--- config.mk ---
export PLATFORM = sky130hd
export DESIGN_NAME = timer_bank
export DESIGN_NICKNAME = d
export VERILOG_FILES = /design/src/rtl/timer_bank.sv
export SDC_FILE = /design/constraint.sdc
export NUM_CORES = 1
export LEC_CHECK = 0
export BUFFER_PORTS_ARGS = -buffer_cell sky130_fd_sc_hd__buf_2
export CAP_MARGIN = 40
export CELL_PAD_IN_SITES_DETAIL_PLACEMENT = 1
export CELL_PAD_IN_SITES_GLOBAL_PLACEMENT = 1
export CORE_MARGIN = 2
export CORE_UTILIZATION = 47
export CTS_BUF_LIST = sky130_fd_sc_hd__clkbuf_8
export DETAILED_ROUTE_END_ITERATION = 10
export PLACE_DENSITY = 0.88
export SYNTH_ARGS = -nofsm -noshare
export SYNTH_HDL_FRONTEND = slang
export SYNTH_SLANG_ARGS = --single-unit
--- constraint.sdc ---
create_clock -name clk -period 3.75 [get_ports clk]
set_clock_uncertainty 0.05 [all_clocks]
set_input_delay 1.125 -clock clk [delete_from_list [all_inputs] [get_ports clk]]
set_output_delay 1.125 -clock clk [all_outputs]
set_load 0.01 [all_outputs]
--- src/rtl/timer_bank.sv ---
`default_nettype none
// ============================================================================
// Module   : timer_bank
// Purpose  : NUM_CH down-counting timers (one-shot / auto-reload) with sticky,
//            maskable W1C interrupts. Optional macro: TIMER_PRESCALE_EN.
// Revision : 1.0
// ============================================================================
module timer_bank #(
  parameter int          NUM_CH    = 2,
  parameter int          CNT_W     = 32,
  parameter logic [31:0] BASE_ADDR = 32'h7F00
) (
  input  logic              clk,
  input  logic              reset,
  input  logic [31:0]       addr,
  input  logic              we,
  input  logic [31:0]       wdata,
  output logic [31:0]       rdata,
  output logic [NUM_CH-1:0] irq,
  output logic              irq_any
);

  localparam int          c_ch_w     = (NUM_CH > 1) ? $clog2(NUM_CH) : 1;
  localparam logic [31:0] c_end_addr = BASE_ADDR + 32'(16 * NUM_CH);

  typedef enum logic [1:0] {
    S_IDLE = 2'd0,
    S_LOAD = 2'd1,
    S_CNT  = 2'd2,
    S_INT  = 2'd3
  } state_t;

  logic [31:0]          w_addr;
  logic [31:0]          w_off;
  logic                 w_hit;
  logic [c_ch_w-1:0]    w_ch;
  logic [1:0]           w_reg;
  logic [32*NUM_CH-1:0] w_ctrl_rd;
  logic [32*NUM_CH-1:0] w_preset_rd;
  logic [32*NUM_CH-1:0] w_count_rd;
  logic [32*NUM_CH-1:0] w_presc_rd;
  logic                 w_unused;

  assign w_addr   = {addr[31:2], 2'b00};
  assign w_hit    = (w_addr >= BASE_ADDR) && (w_addr < c_end_addr);
  assign w_off    = w_addr - BASE_ADDR;
  assign w_ch     = w_off[4 +: c_ch_w];
  assign w_reg    = w_off[3:2];
  assign w_unused = ^{addr[1:0], wdata, w_off};

  for (genvar i = 0; i < NUM_CH; i++) begin : g_ch
    logic             w_sel, w_wr_ctrl, w_wr_preset, w_tick;
    logic             en_q, en_d, mode_q, mode_d, im_q, im_d, pend_q, pend_d;
    logic [CNT_W-1:0] preset_q, preset_d, count_q, count_d;
    logic [31:0]      w_preset_ext, w_count_ext;
    state_t           state_q, state_d;

    assign w_sel       = w_hit && we && (w_ch == c_ch_w'(i));
    assign w_wr_ctrl   = w_sel && (w_reg == 2'd0);
    assign w_wr_preset = w_sel && (w_reg == 2'd1);

`ifdef TIMER_PRESCALE_EN
    logic       w_wr_presc;
    logic [7:0] presc_q, presc_d, pscnt_q, pscnt_d;
    assign w_wr_presc = w_sel && (w_reg == 2'd3);
    assign w_tick     = (pscnt_q == presc_q);
    assign w_presc_rd[32*i +: 32] = {24'd0, presc_q};
`else
    assign w_tick     = 1'b1;
    assign w_presc_rd[32*i +: 32] = 32'd0;
`endif

    always_comb begin
      en_d     = en_q;
      mode_d   = mode_q;
      im_d     = im_q;
      pend_d   = pend_q;
      preset_d = preset_q;
      count_d  = count_q;
      state_d  = state_q;
      if (w_wr_ctrl) begin
        en_d   = wdata[0];
        mode_d = wdata[1];
        im_d   = wdata[3];
        if (wdata[4]) pend_d = 1'b0;
      end
      if (w_wr_preset) preset_d = wdata[CNT_W-1:0];

      // The freshly written EN steers IDLE/CNT so a start takes effect next cycle
      case (state_q)
        S_IDLE: if (en_d) state_d = S_LOAD;
        S_LOAD: begin
          count_d = preset_q;
          state_d = (preset_q == '0) ? S_INT : S_CNT;
        end
        S_CNT: begin
          if (!en_d) begin
            state_d = S_IDLE;
          end else if (w_tick) begin
            if (count_q <= CNT_W'(1)) begin
              count_d = '0;
              state_d = S_INT;
            end else begin
              count_d = count_q - CNT_W'(1);
            end
          end
        end
        S_INT: begin
          pend_d = 1'b1;
          if (mode_q) begin
            state_d = S_LOAD;
          end else begin
            if (!(w_wr_ctrl && wdata[0])) en_d = 1'b0;
            state_d = S_IDLE;
          end
        end
        default: state_d = S_IDLE;
      endcase
    end

`ifdef TIMER_PRESCALE_EN
    always_comb begin
      presc_d = presc_q;
      pscnt_d = pscnt_q;
      if (w_wr_presc) presc_d = wdata[7:0];
      if (state_q == S_LOAD) pscnt_d = 8'd0;
      else if ((state_q == S_CNT) && en_d) pscnt_d = w_tick ? 8'd0 : pscnt_q + 8'd1;
    end

    always_ff @(posedge clk or negedge reset) begin
      if (!reset) begin
        presc_q <= 8'd0;
        pscnt_q <= 8'd0;
      end else begin
        presc_q <= presc_d;
        pscnt_q <= pscnt_d;
      end
    end
`endif

    always_ff @(posedge clk or negedge reset) begin
      if (!reset) begin
        en_q     <= 1'b0;
        mode_q   <= 1'b0;
        im_q     <= 1'b0;
        pend_q   <= 1'b0;
        preset_q <= '0;
        count_q  <= '0;
        state_q  <= S_IDLE;
      end else begin
        en_q     <= en_d;
        mode_q   <= mode_d;
        im_q     <= im_d;
        pend_q   <= pend_d;
        preset_q <= preset_d;
        count_q  <= count_d;
        state_q  <= state_d;
      end
    end

    always_comb begin
      w_preset_ext = '0;
      w_count_ext  = '0;
      w_preset_ext[CNT_W-1:0] = preset_q;
      w_count_ext[CNT_W-1:0]  = count_q;
    end

    assign w_ctrl_rd[32*i +: 32]   = {27'd0, pend_q, im_q, 1'b0, mode_q, en_q};
    assign w_preset_rd[32*i +: 32] = w_preset_ext;
    assign w_count_rd[32*i +: 32]  = w_count_ext;
    assign irq[i]                  = pend_q & im_q;
  end

  always_comb begin
    rdata = '0;
    for (int i = 0; i < NUM_CH; i++) begin
      if (w_hit && (w_ch == c_ch_w'(i))) begin
        case (w_reg)
          2'd0:    rdata = w_ctrl_rd[32*i +: 32];
          2'd1:    rdata = w_preset_rd[32*i +: 32];
          2'd2:    rdata = w_count_rd[32*i +: 32];
          default: rdata = w_presc_rd[32*i +: 32];
        endcase
      end
    end
  end

  assign irq_any = |irq;

endmodule
`default_nettype wire
==> impl_metrics.py <==
metrics = {
    "status": {
        "outcome": "finished, violations left",
        "violations": "negative setup slack",
    },
    "floorplanning": {
        "die_y_um": 138,
        "die_w_um": 138,
        "core_area_mm2": 0.0174,
        "die_area_mm2": 0.0189,
        "start_util_pct": 48.3,
        "ios": 102,
        "rows": 48,
    },
    "clock_tree": {
        "htreeDepth": 4,
        "clk_latency_ns": 0.49,
        "cts_max_path_buffers": 2,
        "path_clk_slew_ns": 0.10,
        "cts-root-buf": "clkbuf_8",
        "numCtsBuffers": 17,
        "cts.sinks": 140,
        "tritoncts": "yes",
    },
    "grt": {
        "grt_antenna_before_repair": 3,
        "grt_start_max_net_pins": 84,
        "grtUsageTotal_pct": 41.3,
        "grt_pass1_wl_um": 58000,
        "grt_overflow": 0,
        "grt_pass1_vias": 9356,
    },
    "timing": {
        "setup_slack_ns": -0.251,
        "fmax_mhz": 250,
        "rsz0062_at_grt": "yes",
        "setup_tns_ns": -3.35,
        "max_slew.worst_pin.slew_ns": 0.964,
        "hold_viol_final": 0,
        "hold_ws_ns": 0.483,
        "slew_violations": 0,
        "setup_violations": 32,
        "slew_headroom_pct": 35.1,
        "period_minus_slack_ns": 4.00,
        "fin_crit_sh_pct": 107,
    },
    "yosys": {
        "synth_warnings": 0,
        "synth-simple-area-share_pct": 17.7,
        "ys_types": 62,
        "synthAdderAreaFrac_pct": 0.597,
        "yosys.area.top_type": "dfrtp_1",
        "synth_area_leaders": "dfrtp_1 42%, mux2_2 9.4%, o21ai_0 4.2%",
        "syn_avg_cell_area_um2": 9.41,
        "synth_top_family_by_area": "compound AO/OA/AOI/OAI gates",
        "synth_flop_cell": "dfrtp_1",
        "synthArstFlopShare_pct": 100,
        "synth_top_cell_area_share_pct": 41.8,
        "syn-cell-area_mm2": 0.00838,
        "synth.net_count": 962,
        "synth.area.mux_share_pct": 10.5,
        "ys_ff_latch": 140,
        "synthXorXnorAreaFrac_pct": 0,
        "synth_compound_area_share_pct": 25.0,
        "syn_inst": 891,
        "synth-edff-count": 0,
        "ys_seq_area_share_pct": 41.8,
    },
    "final_layout": {
        "layout-drive-gt1-share_pct": 31.0,
        "nNetsFinal": 1063,
        "fin_cells": 1233,
        "finalCoreUtilization_pct": 58.7,
        "areaGrowthSynthToFinish_pct": 21.6,
        "design_area_mm2": 0.0102,
    },
    "pwr": {
        "seqPwrFrac_pct": 40.4,
        "power.total_mw": 3.99,
        "powerDensity_mw_per_mm2": 392,
        "leakage_nw": 4.36,
        "cellInternalPower_mw": 2.51,
        "combPwrFrac_pct": 26.3,
        "p_clk_share_pct": 33.3,
        "p_sw_mw": 1.49,
        "vdd_ir_drop_max_mv": 0.293,
        "netSwitchingFraction_pct": 37.2,
    },
    "critical_path": {
        "worst-path-max-fanout": 8,
        "cp.required_ns": 4.00,
        "startpoint": "g_ch[0].count_q[4]",
        "endpoint_kind": "flip-flop",
        "r2r_slack_ns": -0.25,
        "r2r_cells": 6,
        "crit_arrival_ns": 4.25,
        "crit_type": "flip-flop to flip-flop",
        "startpoint_type": "flip-flop",
        "rr_startpoint": "g_ch[0].count_q[4]",
        "timing.rr.end": "g_ch[0].count_q[22]",
    },
    "min_path": {
        "hold_path_depth": 1,
        "hp-start": "g_ch[0].pend_q",
        "min_to": "g_ch[0].pend_q",
        "worstHoldPathType": "flip-flop to flip-flop",
    },
    "placement": {
        "gp_congestion": 0.909,
        "dp_hpwl_um": 23500,
        "place_area_mm2": 0.00946,
        "place_ws_ns": -0.162,
        "dp_cells": 1190,
        "io_buffers": 99,
    },
    "detailed_routing": {
        "routed_via_density": 7.66,
        "drc": 0,
        "wl_per_cell_um": 31.9,
        "vias": 9443,
        "drtAntennaViolNets": 0,
        "dr.first_iter.drc_count": 1331,
        "first_pass_iters": 5,
        "routed_wl_um": 39400,
    },
    "flow_run": {
        "maxCapViolCount": 0,
    },
}
worst max-delay path by stage:
| stage | to | slack (ns) | depth (start not counted) |
|---|---|---|---|
| final | g_ch[0].count_q[22] | -0.25 | 6 |
| after CTS | rdata[23] | -0.07 | 7 |
| after global routing | g_ch[0].count_q[22] | -0.23 | 11 |
| after detailed placement | rdata[23] | -0.16 | 7 |
| after global placement | rdata[23] | -0.09 | 7 |
| after floorplan | rdata[9] | -0.04 | 6 |
per-layer routing:
| metal | up-vias | global-route usage, % | wire length [um] |
|---|---|---|---|
| met5 | - | 0 | 0 |
| met4 | 0 | 22.5 | 3410 |
| met3 | 301 | 10.0 | 4100 |
| met2 | 806 | 66.1 | 17800 |
| met1 | 4689 | 51.3 | 14100 |
| li1 | 3647 | - | - |
cells in the final DEF, fill, tap and decap left out, types with 16 or more instances in the layout:
cell type and count:
nand2_1 58, nor3_1 21, clkbuf_8 17, a22o_1 22, nor4_1 35, a221oi_1 29, nor2_1 64, nand3_1 16
dfrtp_1 140, mux2_2 70, o21ai_0 70, buf_4 47, a22oi_1 35, a21oi_1 30, buf_2 91
sequential cells by signal, summed over array words and instances (netlist names):
name and flops:
g_ch.en_q 2, g_ch.pend_q 2, g_ch.im_q 2, g_ch.count_q 64, g_ch.mode_q 2, g_ch.preset_q 64
g_ch.state_q 4
timing repair:
action,in CTS,in global routing
buffers inserted,3,3
pin swaps,10,6
hold endpoints to repair,0,0
hold buffers,0,0
resized for setup,21,21
gates cloned,2,0
setup endpoints to repair,31,34
synthesized netlist by cell type, drive strengths merged, types with 4 or more instances:
cell type and number:
nor3 22, nand4 9, mux2 70, nand2b 4, clkbuf 53, dfrtp 140
o31ai 11, o41ai 4, or4 14, nor2b 6, a221oi 29, nor4b 4
buf 18, o21ai 76, nand2 59, a22oi 35, o211ai 5, and2 8
a22o 22, nand3 16, mux2i 9, or3 12, ha 4, a21oi 31
a21boi 4, nor2 65, or2 8, inv 17, a211oi 34, o2bb2ai 11
a2bb2oi 4, a32oi 13, nor4 40
critical path, stage by stage, from the launching register on:
cell     delay, ns
dfrtp_1       0.49
or4_1         0.66
or4_1         0.66
nor4_1        0.73
a21oi_1       0.17
o21ai_0       0.78
o21ai_1       0.26
logic make-up after synthesis:
kind of cell | Yosys count
fa+ha+maj | 4
mux | 79
buf+inv | 88
simple gates | 281
compound gates | 299
flops | 140
final cells by class:
class	count	area, um2
fillers	1919	7160
well taps	225	282
repair buffers	153	1070
multi-input cells	663	4870
clock buffers	17	234
diodes	3	7.51
flip-flops and latches	140	3500
inverters	17	63.8
clock inverters	15	165
power groups by stage:
stage               clock network, mW  logic, mW  registers (mW)
finish                           1.33       1.05            1.61
global route                     1.38       1.09            1.62
CTS                              1.30      0.977            1.60
detailed placement                  0      0.946            1.63
global placement                    0      0.879            1.63
floorplan                           0      0.597            1.61
(Power assumes the default switching activity.)
